`config.mk`:
```
export PLATFORM = sky130hd
export DESIGN_NAME = uart_rx_param
export DESIGN_NICKNAME = d
export VERILOG_FILES = /design/src/rtl/uart_rx_param.sv
export SDC_FILE = /design/constraint.sdc
export NUM_CORES = 1
export LEC_CHECK = 0
export CAP_MARGIN = 20
export CORE_ASPECT_RATIO = 1.1
export CORE_UTILIZATION = 50
export CTS_CLUSTER_SIZE = 12
export DETAILED_ROUTE_END_ITERATION = 12
export PLACE_DENSITY = 0.78
export SETUP_SLACK_MARGIN = 0.4
export SLEW_MARGIN = 40
export SYNTH_ARGS = -nofsm -noshare
export SYNTH_HDL_FRONTEND = slang
export SYNTH_SLANG_ARGS = --single-unit
```
`constraint.sdc`:
```
create_clock -name rx_clk -period 1.5 [get_ports rx_clk]
set_input_delay 0.45 -clock rx_clk [delete_from_list [all_inputs] [get_ports rx_clk]]
set_output_delay 0.45 -clock rx_clk [all_outputs]
set_load 0.005 [all_outputs]
```
`src/rtl/uart_rx_param.sv`:
```
// -----------------------------------------------------------------------------
// uart_rx_param
// Parametrised UART receiver: configurable data width, oversample factor and
// stop-bit count, 3-sample majority voting, framing/break/parity error flags and
// a one-entry valid/ready holding register with sticky overrun detection.
//
// Optional feature macro: UART_RX_PARITY_EN
//   defined     -> a parity bit follows the data bits; parity_err is live and
//                  PARITY_ODD selects odd (1) or even (0) parity.
//   not defined -> no parity bit in the frame; parity_err is tied low.
//
// Parameters:
//   DATA_BITS  : data bits per frame (5..9)
//   OVERSAMPLE : rx_clk cycles per bit (even, >= 8)
//   STOP_BITS  : stop bits checked (1 or 2)
//   PARITY_ODD : 1 = odd parity, 0 = even (parity build only)
//
// Ports:
//   rx_clk     in   clock, OVERSAMPLE x baud
//   enable     in   synchronous active-high reset
//   RX         in   asynchronous serial line, idles high
//   data_out   out  received word (LSB first on the line)
//   valid      out  holding register contains a word
//   ready      in   consumer takes the word when valid && ready
//   frame_err  out  a stop bit of the held word was sampled low
//   parity_err out  parity mismatch in the held word
//   break_det  out  held word was a break (data, parity and stop all low)
//   overrun    out  sticky: a completed frame was dropped (cleared by enable)
// -----------------------------------------------------------------------------
module uart_rx_param #(
  parameter int DATA_BITS  = 8,
  parameter int OVERSAMPLE = 16,
  parameter int STOP_BITS  = 1,
  parameter int PARITY_ODD = 0
) (
  input  logic                 rx_clk,
  input  logic                 enable,
  input  logic                 RX,
  output logic [DATA_BITS-1:0] data_out,
  output logic                 valid,
  input  logic                 ready,
  output logic                 frame_err,
  output logic                 parity_err,
  output logic                 break_det,
  output logic                 overrun
);

  localparam int CW = $clog2(OVERSAMPLE);
  localparam int BW = $clog2(DATA_BITS);
  localparam logic [CW-1:0] LAST_CNT  = CW'(OVERSAMPLE - 1);
  localparam logic [CW-1:0] HALF_LAST = CW'(OVERSAMPLE / 2 - 1);
  localparam logic [CW-1:0] CNT_ONE   = CW'(1);
  localparam logic [CW-1:0] CNT_ZERO  = CW'(0);
  localparam logic [BW-1:0] LAST_BIT  = BW'(DATA_BITS - 1);
  localparam logic [BW-1:0] BIT_ONE   = BW'(1);
  localparam logic [BW-1:0] BIT_ZERO  = BW'(0);
  localparam logic          STOP_LAST = (STOP_BITS == 2) ? 1'b1 : 1'b0;

  // Reject illegal configurations at elaboration time.
  if (DATA_BITS < 5 || DATA_BITS > 9 || OVERSAMPLE < 8 || (OVERSAMPLE % 2) != 0 ||
      (STOP_BITS != 1 && STOP_BITS != 2) || (PARITY_ODD != 0 && PARITY_ODD != 1))
  begin : g_bad_params
    $error("uart_rx_param: illegal parameter combination");
  end

  typedef enum logic [2:0] {
    S_IDLE      = 3'd0,
    S_START     = 3'd1,
    S_DATA      = 3'd2,
`ifdef UART_RX_PARITY_EN
    S_PARITY    = 3'd3,
`endif
    S_STOP      = 3'd4,
    S_WAIT_IDLE = 3'd5
  } state_t;

  function automatic logic maj3(input logic a, input logic b, input logic c);
    return (a & b) | (a & c) | (b & c);
  endfunction

`ifdef UART_RX_PARITY_EN
  localparam logic PAR_ODD = (PARITY_ODD != 0) ? 1'b1 : 1'b0;

  // Expected parity bit for a data word.
  function automatic logic parity_bit(input logic [DATA_BITS-1:0] d);
    return (^d) ^ PAR_ODD;
  endfunction
`endif

  logic                 rx_sync_r;
  logic                 rx_prev_r;
  logic [1:0]           hist_r;      // rx_sync two and one cycles ago
  state_t               state_r;
  logic [CW-1:0]        cnt_r;
  logic [BW-1:0]        bit_r;
  logic                 stop_idx_r;
  logic                 stop_any0_r; // an earlier stop bit of this frame was 0
  logic                 stop_all0_r; // every earlier stop bit of this frame was 0
  logic [DATA_BITS-1:0] shift_r;
`ifdef UART_RX_PARITY_EN
  logic                 par_bit_r;
  logic                 par_err_r;
`endif

  logic maj_s;
  logic deliver_s;
  logic fe_s;
  logic bk_s;
  logic pe_s;

  // Input synchronizer and sample history feeding the majority vote.
  always_ff @(posedge rx_clk) begin
    if (enable) begin
      rx_sync_r <= 1'b1;
      rx_prev_r <= 1'b1;
      hist_r    <= 2'b11;
    end else begin
      rx_sync_r <= RX;
      rx_prev_r <= rx_sync_r;
      hist_r    <= {hist_r[0], rx_sync_r};
    end
  end

  // Vote, delivery strobe and the status of the frame being completed.
  always_comb begin
    maj_s     = maj3(hist_r[1], hist_r[0], rx_sync_r);
    deliver_s = 1'b0;
    if (state_r == S_STOP && cnt_r == LAST_CNT && stop_idx_r == STOP_LAST) begin
      deliver_s = 1'b1;
    end else begin
      deliver_s = 1'b0;
    end
    // The final stop bit is still being voted, so fold it in directly.
    fe_s = stop_any0_r | ~maj_s;
`ifdef UART_RX_PARITY_EN
    pe_s = par_err_r;
    bk_s = (shift_r == {DATA_BITS{1'b0}}) & stop_all0_r & ~maj_s & ~par_bit_r;
`else
    pe_s = 1'b0;
    bk_s = (shift_r == {DATA_BITS{1'b0}}) & stop_all0_r & ~maj_s;
`endif
  end

  // Receive FSM plus the valid/ready holding register.
  always_ff @(posedge rx_clk) begin
    if (enable) begin
      state_r     <= S_IDLE;
      cnt_r       <= CNT_ZERO;
      bit_r       <= BIT_ZERO;
      stop_idx_r  <= 1'b0;
      stop_any0_r <= 1'b0;
      stop_all0_r <= 1'b1;
      shift_r     <= {DATA_BITS{1'b0}};
`ifdef UART_RX_PARITY_EN
      par_bit_r   <= 1'b0;
      par_err_r   <= 1'b0;
`endif
      data_out    <= {DATA_BITS{1'b0}};
      valid       <= 1'b0;
      frame_err   <= 1'b0;
      parity_err  <= 1'b0;
      break_det   <= 1'b0;
      overrun     <= 1'b0;
    end else begin
      case (state_r)
        S_IDLE: begin
          if (rx_prev_r && !rx_sync_r) begin
            state_r <= S_START;
            cnt_r   <= CNT_ZERO;
          end
        end
        S_START: begin
          if (cnt_r == HALF_LAST) begin
            cnt_r <= CNT_ZERO;
            bit_r <= BIT_ZERO;
            state_r <= maj_s ? S_IDLE : S_DATA;  // high vote: false start
          end else begin
            cnt_r <= cnt_r + CNT_ONE;
          end
        end
        S_DATA: begin
          if (cnt_r == LAST_CNT) begin
            cnt_r          <= CNT_ZERO;
            shift_r[bit_r] <= maj_s;
            if (bit_r == LAST_BIT) begin
              stop_idx_r  <= 1'b0;
              stop_any0_r <= 1'b0;
              stop_all0_r <= 1'b1;
`ifdef UART_RX_PARITY_EN
              state_r     <= S_PARITY;
`else
              state_r     <= S_STOP;
`endif
            end else begin
              bit_r <= bit_r + BIT_ONE;
            end
          end else begin
            cnt_r <= cnt_r + CNT_ONE;
          end
        end
`ifdef UART_RX_PARITY_EN
        S_PARITY: begin
          if (cnt_r == LAST_CNT) begin
            cnt_r     <= CNT_ZERO;
            par_bit_r <= maj_s;
            par_err_r <= maj_s ^ parity_bit(shift_r);
            state_r   <= S_STOP;
          end else begin
            cnt_r <= cnt_r + CNT_ONE;
          end
        end
`endif
        S_STOP: begin
          if (cnt_r == LAST_CNT) begin
            cnt_r <= CNT_ZERO;
            if (stop_idx_r == STOP_LAST) begin
              // Leave at mid stop bit so the next start edge is not missed.
              state_r <= fe_s ? S_WAIT_IDLE : S_IDLE;
            end else begin
              stop_idx_r  <= stop_idx_r + 1'b1;
              stop_any0_r <= stop_any0_r | ~maj_s;
              stop_all0_r <= stop_all0_r & ~maj_s;
            end
          end else begin
            cnt_r <= cnt_r + CNT_ONE;
          end
        end
        S_WAIT_IDLE: begin
          if (rx_sync_r) begin
            state_r <= S_IDLE;
          end
        end
        default: begin
          state_r <= S_IDLE;
          cnt_r   <= CNT_ZERO;
        end
      endcase

      // A slot frees up in the same cycle the consumer takes the old word.
      if (deliver_s) begin
        if (!valid || ready) begin
          data_out   <= shift_r;
          frame_err  <= fe_s;
          parity_err <= pe_s;
          break_det  <= bk_s;
          valid      <= 1'b1;
        end else begin
          overrun <= 1'b1;
        end
      end else if (valid && ready) begin
        valid <= 1'b0;
      end
    end
  end

endmodule

```
==> results.md, run 1 <==
Status:
- The run finished, with violations left.
- The final reports fail on setup timing.

Yosys:
- In this run, synthesis produced a sequential element count of 35.
- The synthesized design contains 0 enable-type register cells.
- The cell area after technology mapping is 1620 um2.
- When the netlist entered floorplanning its net count stood at 190.
- After technology mapping, the gate count stands at 183.
- The number of warnings printed during yosys synthesis is 0.
- After synthesis, the netlist uses 41 different library cells.
- Of all flip-flops after synthesis, the portion carrying an async set or reset was 0%.
- Among all flip-flop cells after synthesis, the most frequent one is sky130_fd_sc_hd__dfxtp_1.
- In this run the mean area of a mapped cell was between 8 and 9 um2.
- The share of the yosys chip area belonging to registers is 43.24%.

Power:
- Per report_power, the clock group accounts for 31.4% of the total.
- Cell internal power was estimated by the tool at around 1.2 mW.
- The total power after layout is 1.612 mW.
- The standby leakage power is 1.030 nW.
- The power spent charging and discharging nets is 416.5 uW.
- The power per cell area is slightly below 700 nW/um2.
- The share of power burned in combinational logic is under 10%.
- Per report_power, the sequential group accounts for 58.7% of the total.
- In this run switching power makes up around a quarter of total power.
- The maximum resistive drop on vdd is 0.6445 mV.

Clock network:
- The worst-skew pair later-pin latency is 350 ps.
- The maximum clock path buffer count is 2.
- The tree is rooted in a sky130_fd_sc_hd__clkbuf_4.
- The H-tree depth is 2.
- The clock slew at the register clock pins of the worst setup and hold paths is 110 ps.
- The number of clock buffers inserted by TritonCTS is 5.
- TritonCTS built the clock tree.
- The clock drives 35 sinks.

Floorplanning:
- The number of top-level design ports is 17.
- The chip height is 61.71 um.
- The initialized floorplan defines 21 standard-cell rows.
- The die is 56.28 um wide.
- The starting density of the core is 52.71%.
- The area of the core is 3074 um2.
- The area enclosed by the die boundary is 3472 um2.

Global routing:
- The via count of the first global-routing pass is 1,408.
- The global-route wire length before repair is about 6.4 mm.
- The number of antenna violations at the first check in global routing was 0.
- Global routing finished with a remaining overflow of 0.
- Entering global routing, the biggest net connects 15 pins.
- The overall routing resource usage is around a quarter.

Min path:
- The end point of the most critical hold path is stop_any0_r.
- The worst hold path begins at stop_any0_r.
- Counting instances, the worst hold path has a depth of 2.
- The path class of the lowest-slack min-delay path is reg -> reg.

Setup path:
- The register-to-register path setup slack is -210 ps.
- The highest net fanout along the worst path is 4.
- The critical path endpoint category is a register.
- The signal on the critical path passes through or3b_4 > or3_4 > nor3b_4 > mux2i_1 > nor2_1.
- The cell type of the slowest stage on the worst timing path is sky130_fd_sc_hd__or3b_4.
- On the worst path, the slowest cell contributes a delay of 400 ps.
- The end of the worst register-to-register path is shift_r[4].
- STA puts the critical path data required time at 1740 ps.
- The reg-to-reg critical path startpoint is state_r[0].
- The signal arrival time at the worst endpoint is 1950 ps.
- The worst setup path is launched from a register.
- The critical setup path kind is reg -> reg.
- The number of cells on the worst reg-to-reg path is 5.

Final layout:
- The growth of design area from synthesis to finish is 45.41%.
- In the layout the commonest cells are sky130_fd_sc_hd__buf_4 (40), sky130_fd_sc_hd__nor2_1 (29), sky130_fd_sc_hd__mux2i_1 (19).
- 0 antenna diodes ended up in the layout.
- The library cell used most frequently in the layout, excluding fill and tap cells, is sky130_fd_sc_hd__buf_4.
- Measured on the finished design, the core utilization comes to 76.64%.
- The finished layout holds ~280 standard cells, fillers aside.
- The final layout contains approximately 250 nets.
- Of the cells placed in the final design, the portion with a size suffix greater than 1 is 47.30%.
- After filler insertion, the fill cell instance count of the layout stands at 199.
- The finished cells cover 2356 um2.

Routing:
- The post-detailed-route DRC marker count is 0.
- The via density per instance is 5.425.
- The initial DRC count is between 70 and 80.
- The average routed wire per standard cell is 15.33 um.
- Once detail routing completed, the nets flagged for antenna violations numbered 0.
- The final layout contains routed wiring with a total length of roughly 4.2 mm.
- The number of detailed-route iterations in the first pass is 4.
- The routed layout has between 1,000 and 1,500 vias.

STA:
- The worst hold slack after final layout is 488.6 ps.
- The clock tree skew after final layout is 11.52 ps.
- Setup repair after global routing could not meet its margin everywhere.
- The clock period minus worst slack is 1715 ps.
- Timing would allow up to ~580 MHz.
- The number of endpoints with negative hold slack in the final report is 0.
- The setup violation total in the final timing report is 28.
- The max-slew violation count came to 0.
- In the final timing run, aggregate negative setup slack is -2791 ps.
- Of the available clock period, the critical path in the final layout requires 114.3%.
- The final worst-path setup slack is -214.9 ps.

Flow run:
- The number of max-cap violations is 0.

Place:
- The area after detailed placement is 2092 um2.
- At the end of routability-driven placement, the weighted congestion stood at roughly 0.81.
- The number of cells after detailed placement is approximately 250.
- The total half-perimeter wirelength after legalization and detailed placement is roughly 2.6 mm.
- Timing analysis after detailed placement gives a worst setup slack of -179.8 ps.
- The count of buffers added on input and output ports is 15.
-- cells in the mapped netlist (2+ instances only) --
cell type	instances	share of area, %
sky130_fd_sc_hd__a211oi_1	2	0.93
sky130_fd_sc_hd__a21oi_1	9	2.8
sky130_fd_sc_hd__a31oi_1	3	1.2
sky130_fd_sc_hd__buf_2	3	0.93
sky130_fd_sc_hd__clkbuf_1	7	1.6
sky130_fd_sc_hd__dfxtp_1	35	43
sky130_fd_sc_hd__ha_1	3	2.3
sky130_fd_sc_hd__inv_1	5	1.2
sky130_fd_sc_hd__mux2i_1	20	12
sky130_fd_sc_hd__nand2_1	12	2.8
sky130_fd_sc_hd__nand3_1	4	1.2
sky130_fd_sc_hd__nand3b_1	4	1.9
sky130_fd_sc_hd__nand4b_1	2	1.1
sky130_fd_sc_hd__nor2_1	30	6.9
sky130_fd_sc_hd__nor3_1	6	1.9
sky130_fd_sc_hd__nor3b_2	2	1.5
sky130_fd_sc_hd__o21a_1	3	1.4
sky130_fd_sc_hd__o21ai_0	6	1.9
sky130_fd_sc_hd__or2_2	4	1.5
sky130_fd_sc_hd__or3_1	2	0.77
-- critical path, delay by kind of cell (launching register included) --
| family | cells | cell delay (ps) |
|---|---|---|
| multiplexers | 1 | 210 |
| AND/OR/NAND/NOR | 4 | 1040 |
| flip-flops | 1 | 350 |
-- area by class of cell --
class / count / area [um2] / area share [%]
Clock buffer: 6 / 41.29 / 1.753
Tap cell: 34 / 42.54 / 1.806
Timing Repair Buffer: 62 / 511.7 / 21.72
Inverter: 5 / 18.77 / 0.7966
Clock inverter: 2 / 12.51 / 0.5311
Multi-Input combinational cell: 131 / 1003 / 42.59
Sequential cell: 35 / 725.7 / 30.80
-- state kept, by name, summed over array words and instances, names as in the netlist --
register     flops
valid            1
stop_all0_r      1
data_out         8
frame_err        1
overrun          1
hist_r           2
cnt_r            4
break_det        1
bit_r            3
state_r          3
rx_sync_r        1
shift_r          8
stop_any0_r      1
-- metal layers --
layer | up-vias | part of all wire (%) | global-route usage [%]
li1 | 746 | - | -
met1 | 710 | 42 | 27.87
met2 | 27 | 53 | 45.24
met3 | 9 | 3.0 | 5.176
met4 | 0 | 1.8 | 9.059
met5 | - | 0 | 0
-- cells by family after synthesis --
logic type,count (synthesis),share of synthesized area (%)
compound gates,26,9.575
other cells,1,0.2314
mux,20,12.36
xor+xnor,1,0.5406
buf+inv,17,4.402
simple gates,79,26.72
flops,35,43.24
fa+ha+maj,4,2.935
-- worst max path at each step --
| stage | startpoint | end | slack (ps) |
|---|---|---|---|
| finish | state_r[0] | shift_r[4] | -210 |
| global route | state_r[1] | state_r[1] | -290 |
| CTS | state_r[0] | shift_r[4] | -170 |
| detailed placement | state_r[1] | state_r[1] | -180 |
| global placement | state_r[0] | shift_r[0] | -160 |
| floorplan | state_r[1] | shift_r[4] | -120 |
-- power groups by stage --
stage / clock (mW) / sequential (mW) / combinational (mW)
finish: 0.507 / 0.946 / 0.159
global route: 0.570 / 0.948 / 0.171
CTS: 0.516 / 0.947 / 0.153
detailed placement: 0 / 0.969 / 0.140
global placement: 0 / 0.968 / 0.136
floorplan: 0 / 0.970 / 0.0883
-- timing repair --
action | in CTS | in global routing
setup endpoints to repair | 47 | 44
gates cloned | 0 | 0
hold buffers | 0 | 0
gates resized for setup | 78 | 19
buffers inserted | 11 | 3
hold endpoints to repair | 0 | 0
pin swaps | 12 | 8
No activity file was read; power rests on OpenSTA's default activity.
==> run 2: changes to the inputs <==
--- a/config.mk
+++ b/config.mk
@@ -5,12 +5,13 @@
 export SDC_FILE = /design/constraint.sdc
 export NUM_CORES = 1
 export LEC_CHECK = 0
-export CAP_MARGIN = 20
+export ABC_AREA = 1
+export CAP_MARGIN = 0
 export CORE_ASPECT_RATIO = 1.1
 export CORE_UTILIZATION = 50
 export CTS_CLUSTER_SIZE = 12
 export DETAILED_ROUTE_END_ITERATION = 12
-export PLACE_DENSITY = 0.78
+export PLACE_DENSITY = 0.77
 export SETUP_SLACK_MARGIN = 0.4
 export SLEW_MARGIN = 40
 export SYNTH_ARGS = -nofsm -noshare
==> results.md, run 2 <==
Routing:
- Detailed routing inserted a total of 1,740 vias.
- The detail route stage leaves a number of antenna-violating nets equal to 0.
- The initial DRC count is 74.
- Dividing the detail-routed wire length by the instance count gives 14.57 um.
- The via density per instance is 5.438.
- The total detailed-routing wirelength is 4.661 mm.
- After detailed routing, the number of remaining DRC violations is 0.
- The number of detailed-route iterations in the first pass is 7.

Floorplanning:
- The area of the core is 3127 um2.
- After floorplanning, the core was divided into 21 placement rows.
- Pin placement for this block handled 17 I/O pins.
- The area enclosed by the die boundary is 3579 um2.
- In this run the horizontal extent of the chip is 57.13 um.
- The die is 62.64 um tall.
- The starting density of the core is a little over half.

Yosys:
- The post-synthesis average cell area is a little over 7 um2.
- The synthesized netlist devotes 11.68% of its cell area to compound gates.
- The synthesized design contains 0 enable-type register cells.
- The cell area after technology mapping is between 1500 and 2000 um2.
- Sequential cells were found to cover 41.92% of the synthesized design area.
- After synthesis the netlist holds a flip-flop and latch count of 35.
- Of the total synthesized cell area, the portion taken by full adders, half adders and majority gates is 2.246%.
- The cell type with the highest aggregate area in the netlist is sky130_fd_sc_hd__dfxtp_1.
- After Yosys synthesis, XOR and XNOR cells account for 0.5240% of the synthesized area.
- The share of flip-flops with an asynchronous set or reset after synthesis is 0%.
- Yosys attributes the largest share of cell area to sky130_fd_sc_hd__dfxtp_1 (42%), sky130_fd_sc_hd__nand2_1 (10%), sky130_fd_sc_hd__nor2_1 (8.8%).
- The dominant combinational cell family by area after synthesis is simple AND/OR/NAND/NOR gates.
- The most common cell in the synthesized netlist is sky130_fd_sc_hd__nand2_1.
- The number of warnings printed during yosys synthesis is 0.
- Of the post-synthesis cell area, the part taken by muxes is 0%.
- The count of cell types in the netlist is 27.
- After Yosys synthesis, and, or, nand and nor cells account for 34.88% of the synthesized area.
- Among all flip-flop cells after synthesis, the most frequent one is sky130_fd_sc_hd__dfxtp_1.
- Ranked by instance count, the synthesized netlist is headed by sky130_fd_sc_hd__nand2_1 (46), sky130_fd_sc_hd__nor2_1 (39), sky130_fd_sc_hd__dfxtp_1 (35).
- The net count of the mapped netlist is 243.
- The top cell type by area accounts for 41.92% of the synthesized area.
- Synthesis produced a netlist whose cell count is 236.

Clock network:
- The number of clock buffers inserted by TritonCTS is 5.
- CTS saw 35 sinks.
- The number of hold buffers added after cts is 0.
- The CTS tree is done.
- The H-tree depth is 2.
- Clock-pin slew was measured on the worst setup and hold paths at between 100 and 150 ps.
- No sink is reached through more buffers than the 2 on the longest clock path.
- The worst-skew pair later-pin latency is 350 ps.
- The cell sitting at the root of the clock tree is a sky130_fd_sc_hd__clkbuf_4.

Global routing:
- The pin count of the biggest net entering global routing is 18.
- The number of antenna violations at the first check in global routing is 0.
- The first global-routing pass estimated roughly 6.8 mm of wire.
- The total overflow left after global routing is 0.
- The via count of the first global-routing pass is 1,578.
- For this run, the total global-route usage over all layers was measured as between 20% and 30%.

Power:
- The standby leakage power is 1.069 nW.
- The worst-case IR drop observed on VDD is 0.7781 mV.
- The part of the total power dissipated in the clock network is between 15 and 20%.
- Dividing total power by cell area gives a power density of 1274 nW/um2.
- The sequential share of power is 37.0%.
- The cell-internal power is 1.880 mW.
- The total power after layout is between 3 and 4 mW.
- The analysis attributes to net switching a power of between 1 and 1.5 mW.
- Combinational logic burns 43.3% of the power.
- Of the total power, the share spent switching nets is about two fifths.

Setup path:
- STA classifies the critical path startpoint as a register.
- The stage delay of the slowest cell on the critical path is 390 ps.
- The cell family contributing the most delay on the critical path is simple AND/OR/NAND/NOR gates.
- At the worst endpoint, the arrival time is 1790 ps.
- The cell type of the slowest stage on the worst timing path is sky130_fd_sc_hd__dfxtp_4.
- Traced cell by cell, the critical path runs through ha_4 > nand3_4 > nor3_4 > buf_6 > buf_12 > nand4_1 > a21oi_1.
- STA classifies the critical path endpoint as a register.
- The highest net fanout along the worst path is 7.
- The critical path is of the reg -> reg type.
- Together, buffers and inverters on the worst path number 2.
- The required time at the endpoint of the critical path is 1780 ps.

Status:
- The flow ran to the end, but the final reports show violations.
- The checks that failed: setup timing.

Final layout:
- The most frequent standard cell in the layout excluding fill and tap cells is sky130_fd_sc_hd__nand2_1.
- For this run, the share of the core covered by cells in the final layout is around four fifths.
- Counting the fill cells in the layout gives 201.
- In the final layout, the registers with the most flip-flops are data_out (8), shift_r (8), cnt_r (4).
- Relative to the synthesized area, the layout overhead comes to 47.68%.
- The number of diodes added for antenna fixing is 0.
- In the final layout, the share of cells above drive strength 1 is roughly 44%.
- The net count of the finished layout is 292.
- In the layout the commonest cells are sky130_fd_sc_hd__nand2_1 (44), sky130_fd_sc_hd__nor2_1 (31), sky130_fd_sc_hd__inv_1 (22), sky130_fd_sc_hd__buf_4 (22).
- The count of cells in the finished layout, fillers not included, comes to 320.

STA:
- Setup violations remaining at the end of the flow were counted as 2.
- The final worst-path setup slack is -6.339 ps.
- On the final layout, the worst clock skew is 8.461 ps.
- The worst path uses 100.4% of the clock period.
- Hold timing on the final database bottoms out at a slack of ~470 ps.
- Setup repair after global routing could not meet its margin everywhere.
- The number of endpoints with negative hold slack in the final report was 0.
- The worst path in the final design needs a cycle of 1506 ps, including I/O delays and setup.
- Static timing analysis puts the maximum clock frequency at 663.9 MHz.
- The max-slew violation count is 0.

Place:
- The HPWL after detailed placement is 2.643 mm.
- The global placer's final weighted congestion is 0.8170.
- During placement, the flow inserted port buffers numbering 15.
- After detailed placement, the design holds a cell count of roughly 290.

Min path:
- The path class of the lowest-slack min-delay path is reg -> reg.

Flow run:
- The number of max-cap violations is 0.
-- run 2: cell types whose count changed after synthesis, moves of 4 or more --
cell	before	now
sky130_fd_sc_hd__nand2_1	12	46
sky130_fd_sc_hd__inv_1	5	26
sky130_fd_sc_hd__mux2i_1	20	0
sky130_fd_sc_hd__nand3_1	4	17
sky130_fd_sc_hd__a21oi_1	9	21
sky130_fd_sc_hd__o21ai_0	6	17
sky130_fd_sc_hd__nor2_1	30	39
sky130_fd_sc_hd__clkbuf_1	7	3
sky130_fd_sc_hd__nor2_4	0	4
-- run 2: metrics by stage --
| stage | setup TNS (ps) | instance area, um2 | setup slack [ps] |
|---|---|---|---|
| finish | -7.596 | 2469 | -6.339 |
| floorplan | 0 | 1772 | 259.2 |
| global placement | -1362 | 2012 | -145.0 |
| global route | -82.36 | 2469 | -68.80 |
| detailed placement | -1460 | 2012 | -169.4 |
| CTS | 0 | 2327 | 128.2 |
-- run 2: logic make-up (layout without fill, tap and decap cells) --
group | Yosys count | after routing
AO/OA/AOI/OAI | 39 | 39
adder cells (fa/ha/maj) | 3 | 3
buffers and inverters | 35 | 85
AND/OR/NAND/NOR | 122 | 122
other | 1 | 1
flip-flops | 35 | 35
XOR/XNOR | 1 | 1
-- run 2: final timing paths --
check | to | slack, ps | start | cells after the start
setup / recovery | break_det | -6 | cnt_r[0] | 7
hold / removal | overrun | 470 | overrun | 2
setup reg to reg | break_det | -6 | cnt_r[0] | 7
hold reg to reg | overrun | 470 | overrun | 2
-- run 2: layout make-up --
| type | count | area, um2 | area share [%] |
|---|---|---|---|
| clock buffers | 6 | 62.56 | 2.534 |
| clock inverters | 2 | 13.76 | 0.5575 |
| inverters | 30 | 127.6 | 5.170 |
| multi-input cells | 166 | 1051 | 42.57 |
| flip-flops and latches | 35 | 743.2 | 30.11 |
| well taps | 34 | 42.54 | 1.723 |
| repair buffers | 47 | 427.9 | 17.33 |
-- run 2: metal layers --
| metal | track usage [%] | up-vias | wire [um] |
|---|---|---|---|
| met5 | 0 | - | 0 |
| met4 | 11.28 | 0 | 153 |
| met3 | 7.246 | 16 | 220 |
| met2 | 43.24 | 56 | 2449 |
| met1 | 27.16 | 816 | 1838 |
| li1 | - | 852 | - |
-- run 2: worst reg2reg max path: cells and delay by family, from the launching register on --
family,cells,cell delay (ps)
AO/OA/AOI/OAI,1,170
adder cells (fa/ha/maj),1,170
buffers and inverters,2,230
flip-flops,1,390
AND/OR/NAND/NOR,3,490
-- run 2: power groups by stage --
stage / sequential [mW] / combinational (mW) / clock [mW]
final: 1.16 / 1.36 / 0.621
after global routing: 1.18 / 1.48 / 0.684
after CTS: 1.15 / 1.24 / 0.642
after detailed placement: 1.20 / 0.958 / 0
after global placement: 1.20 / 0.942 / 0
after floorplan: 1.18 / 0.793 / 0
-- run 2: timing repair --
action | in CTS | in global routing
resized for setup | 93 | 29
gates cloned | 1 | 0
pin swaps | 13 | 17
endpoints found under the setup margin | 43 | 44
setup buffers | 15 | 9
==> edit 1: new RTL, flow settings as in run 1 <==
Encoding of `state_t`: now one-hot (5 bits for 5 states).
--- a/src/rtl/uart_rx_param.sv
+++ b/src/rtl/uart_rx_param.sv
@@ -65,6 +65,6 @@
 
-  typedef enum logic [2:0] {
-    S_IDLE      = 3'd0,
-    S_START     = 3'd1,
-    S_DATA      = 3'd2,
+  typedef enum logic [4:0] {
+    S_IDLE      = 5'b00001,
+    S_START     = 5'b00010,
+    S_DATA      = 5'b00100,
 `ifdef UART_RX_PARITY_EN
@@ -72,4 +72,4 @@
 `endif
-    S_STOP      = 3'd4,
-    S_WAIT_IDLE = 3'd5
+    S_STOP      = 5'b01000,
+    S_WAIT_IDLE = 5'b10000
   } state_t;
Function: same outputs for any inputs over 10 cycles, from zero or initial values; not proved beyond that.
==> edit 1 against run 1 <==
The flow still finishes with violations (setup timing); largest cell class unchanged; clock skew is 0.0025 ns higher; sequential cell count increased by 2; setup slack got worse by 0.27 ns; wire length rose by 26%; highest routed layer unchanged; critical path type unchanged; synthesized cell count is 4.4% higher; first-iteration DRC count increased by 9.9%; cell area is 10% higher; area after synthesis up 7.6%.
Power is not compared: it rests on default switching activity, and its combinational part moved more than twofold at a synthesized area within 25%.
==> edit 1: results (changes against run 1) <==
Drt
  – Vias: 1709 (+15%)
  – Metal-1 WL: 2220 um (+25%)
  – Iter 0 DRT Violations: 78 (+9.9%)
  – Detailed-route wire length per cell: 17.8 um (+16%)
  – Detail Route met3 WL: 257 um (+110%)

Global route
  – Global-route wire length before repair: 7780 um (+21%)
  – GRT Overall Usage: 0.275 (+0.0327)
  – Vias in the first global route: 1647 (+17%)
  – Met1 usage: 0.324 (+0.0449)
  – GR Util met2: 0.466 (+0.0131)

Yosys
  – Post-synth net total: 198 (+4.2%)
  – Post-synthesis xor/xnor area fraction: 0 (-0.00541)
  – Commonest cells in the netlist: dfxtp_1 (37), nor2_1 (25), mux2i_1 (17), nand2b_1 (16), nand2_1 (8)
  – Area contributors post-synth: dfxtp_1 (42%), mux2i_1 (9.8%), nand2b_1 (5.7%)
  – Compound-Gate Fraction of Synth Area: 0.123 (+0.0276)
  – Syn Area/Cell: 9.13 um^2 (+3.1%)
  – Distinct cells, synth: 43 (+4.9%)
  – Sequential area share after synthesis: 0.425 (-0.00776)
  – Adder-cell share of the synthesized area: 0.0273 (-0.00208)

Timing
  – Final setup vio count: 33 (+18%)
  – Setup ws final: -0.488 ns (-0.273 ns)

Final layout
  – Storage cell area: 762 um^2 (+5.0%)
  – ClkCell Share: 0.0197 (-0.00311)
  – NonClk Buf Share: 0.204 (-0.0132)
  – Inverters: 0 (-5)
  – # nets final: 257 (+4.0%)
  – Plain + repair buffers: 63 (+1.6%)
  – Layout cells sized above 1: 0.514 (+0.0409)
  – Multi-input logic area: 1200 um^2 (+19%)

Critical path
  – Reg2Reg Capture Point: data_out[0]
  – Slowest CP cell: or4b_4
  – Crit-path max cell delay: 0.53 ns (+0.13 ns)
  – Reg-to-Reg Start: state_r[2]
  – Crit path DAT: 2.23 ns (+0.28 ns)
  – Reg2Reg Depth: 7 (+2)
  – Worst setup path start: state_r[2]

Hold path
  – Hold depth: 1 (-1)
  – Min-delay src: stop_all0_r

Placement
  – Dpl cells: 276 (+9.1%)
  – Gp weighted congestion: 0.869 (+7.2%)

Run status
  – Status: finished, violations left
  – Failing checks: setup timing

Clocking
  – CTS resizes: 100 (+28%)
## edit 1: cell count changes after synthesis, moves of 3 or more
cell,run 1,this run
nand2b_1,1,16
inv_1,5,0
nor2_1,30,25
nor2b_1,1,6
a22oi_1,1,5
nand2_1,12,8
a21oi_1,9,6
mux2i_1,20,17
o21ai_0,6,3
## edit 1: per-stage QoR
stage	power, mW	setup TNS [ns]	instance area (um^2)
floorplan	1.48	-6.76	1830
global placement	1.65	-8.58	2190
detailed placement	1.66	-10.11	2190
CTS	2.33	-9.33	2440
global route	2.60	-11.98	2600
finish	2.50	-10.51	2600
## edit 1: power groups by stage
stage | registers (mW) | clock network, mW | logic (mW)
after floorplan | 1.07 | 0 | 0.406
after global routing | 1.05 | 0.581 | 0.965
after CTS | 1.04 | 0.524 | 0.763
final | 1.05 | 0.534 | 0.915
after global placement | 1.06 | 0 | 0.589
after detailed placement | 1.06 | 0 | 0.599
==> edit 2: new RTL, settings of run 1 <==
Without the edit above. The parameter `OVERSAMPLE` goes from 16 to 32.
--- a/src/rtl/uart_rx_param.sv
+++ b/src/rtl/uart_rx_param.sv
@@ -31,3 +31,3 @@
   parameter int DATA_BITS  = 8,
-  parameter int OVERSAMPLE = 16,
+  parameter int OVERSAMPLE = 32,
   parameter int STOP_BITS  = 1,
Behaviour: same outputs for any inputs over 10 cycles, from zero or initial values; that may be too few to reach the edited logic, so the function may still have changed.
==> edit 2 against run 1 <==
The run still ends with setup timing left; wire length is 12% higher; maximum frequency decreased by 2.7%; power rose by 6.2%; worst hold slack worse by 0.024 ns; setup slack worse by 0.048 ns; cell area increased by 4.9%; sequential cell count up 1; area after synthesis is 6.9% higher; largest cell class unchanged.
==> edit 2: results (changes against run 1) <==
Hold path
  – Min-delay src: break_det
  – Hold path endpoint: break_det

Global route
  – Largest net degree at the start of global routing: 19 (+4)
  – Vias in the first global route: 1605 (+14%)
  – GRT Overall Usage: 0.261 (+0.0187)
  – Global-route wire length before repair: 7380 um (+15%)

Critical path
  – Worst setup path start: cnt_r[1]
  – Reg2Reg Depth: 7 (+2)
  – Max FO, Critical Path: 6 (+2)
  – Crit path DAT: 2.02 ns (+0.07 ns)

Drt
  – Via/cell ratio: 5.50 (+1.3%)
  – Detailed-route wire length per cell: 15.7 um (+2.7%)
  – Detail Route met3 WL: 197 um (+58%)
  – Iter 0 DRT Violations: 79 (+11%)
  – Metal-1 WL: 1960 um (+10%)
  – Routed wl met2: 2440 um (+9.2%)

Placement
  – Gp weighted congestion: 0.896 (+11%)
  – Pre-CTS setup slack: -0.192 ns (-0.0123 ns)
  – Dpl cells: 274 (+8.3%)

Clocking
  – Clock insertion delay at the later pin of the skew report: 0.37 ns (+0.02 ns)
  – Clk slew on worst S/H paths: 0.12 ns

Timing
  – Setup ws final: -0.263 ns (-0.0484 ns)
  – Final setup vio count: 32 (+14%)
  – Hold_ws: 0.464 ns (-0.0243 ns)
  – Setup Skew: 0.0116 ns (+0.000124 ns)

Final layout
  – Top Registers: data_out x8, shift_r x8, cnt_r x5
  – Cell Count, Final, Fillers Out: 299 (+8.7%)
  – # nets final: 260 (+5.3%)
  – Layout cells sized above 1: 0.490 (+0.0170)

Yosys
  – Commonest cells in the netlist: dfxtp_1 (36), nor2_1 (20), a21oi_1 (15), nand2_1 (14), nand3_1 (12)
  – Area contributors post-synth: dfxtp_1 (42%), mux2i_1 (5.2%), a21oi_1 (4.3%)
  – Post-synth net total: 205 (+7.9%)

Run status
  – Failing checks: setup timing
  – Status: finished, violations left

Power
  – VDD IR max: 620 uV (-3.8%)
  – LEAKAGE: 1.00 nW (-2.6%)
[edit 2: what timing repair did]
item | in CTS | in global routing
pin swaps | 13 | 8
gates resized for setup | 80 | 20
buffers inserted | 4 | 13
setup endpoints to repair | 48 | 45
[edit 2: cell families (layout without fill, tap and decap cells)]
logic type,Yosys count,in the layout,synth area share
AO/OA/AOI/OAI,36,36,0.139
XOR/XNOR,1,1,0.00506
adder cells (fa/ha/maj),7,7,0.0491
buffers and inverters,23,79,0.0549
flip-flops,36,36,0.416
multiplexers,9,9,0.0520
other,1,1,0.00216
AND/OR/NAND/NOR,82,82,0.282
[edit 2: worst max path at each step]
stage | cells past startpoint | slack (ns) | to
finish | 7 | -0.26 | shift_r[4]
global route | 7 | -0.33 | shift_r[4]
CTS | 7 | -0.20 | shift_r[4]
detailed placement | 7 | -0.19 | shift_r[0]
global placement | 4 | -0.15 | shift_r[7]
floorplan | 7 | -0.09 | shift_r[2]
[edit 2: final cells by class]
type                            count  area (um^2)  share of cell area
Multi-Input combinational cell    136         1100               0.445
Sequential cell                    36          739               0.299
Timing Repair Buffer               63          484               0.196
Tap cell                           48         60.1              0.0243
Clock buffer                        6         41.3              0.0167
Inverter                            8         30.0              0.0122
Clock inverter                      2         16.3             0.00658
[edit 2: per-layer routing]
metal,vias up,global-route usage
li1,799,-
met1,793,0.324
met2,42,0.431
met3,10,0.0688
met4,0,0.0923
met5,-,0
[edit 2: worst max-delay path: stages, from the launching register on]
cell	delay, ns
dfxtp_2	0.38
ha_4	0.14
and3_4	0.20
ha_4	0.18
nand4bb_4	0.17
nor4b_2	0.31
mux2i_1	0.22
nor2_1	0.05
[edit 2: power breakdown]
part | switching (mW) | internal [mW] | total [mW]
clock | 0.368 | 0.186 | 0.554
sequential | 0.00829 | 0.966 | 0.974
combinational | 0.0950 | 0.0900 | 0.185
total | 0.471 | 1.24 | 1.71
[edit 2: stage by stage]
| step | TNS, ns | area, um^2 |
|---|---|---|
| CTS | -3.52 | 2280 |
| global route | -6.91 | 2470 |
| floorplan | -0.836 | 1790 |
| finish | -4.86 | 2470 |
| detailed placement | -4.93 | 2160 |
| global placement | -3.78 | 2160 |
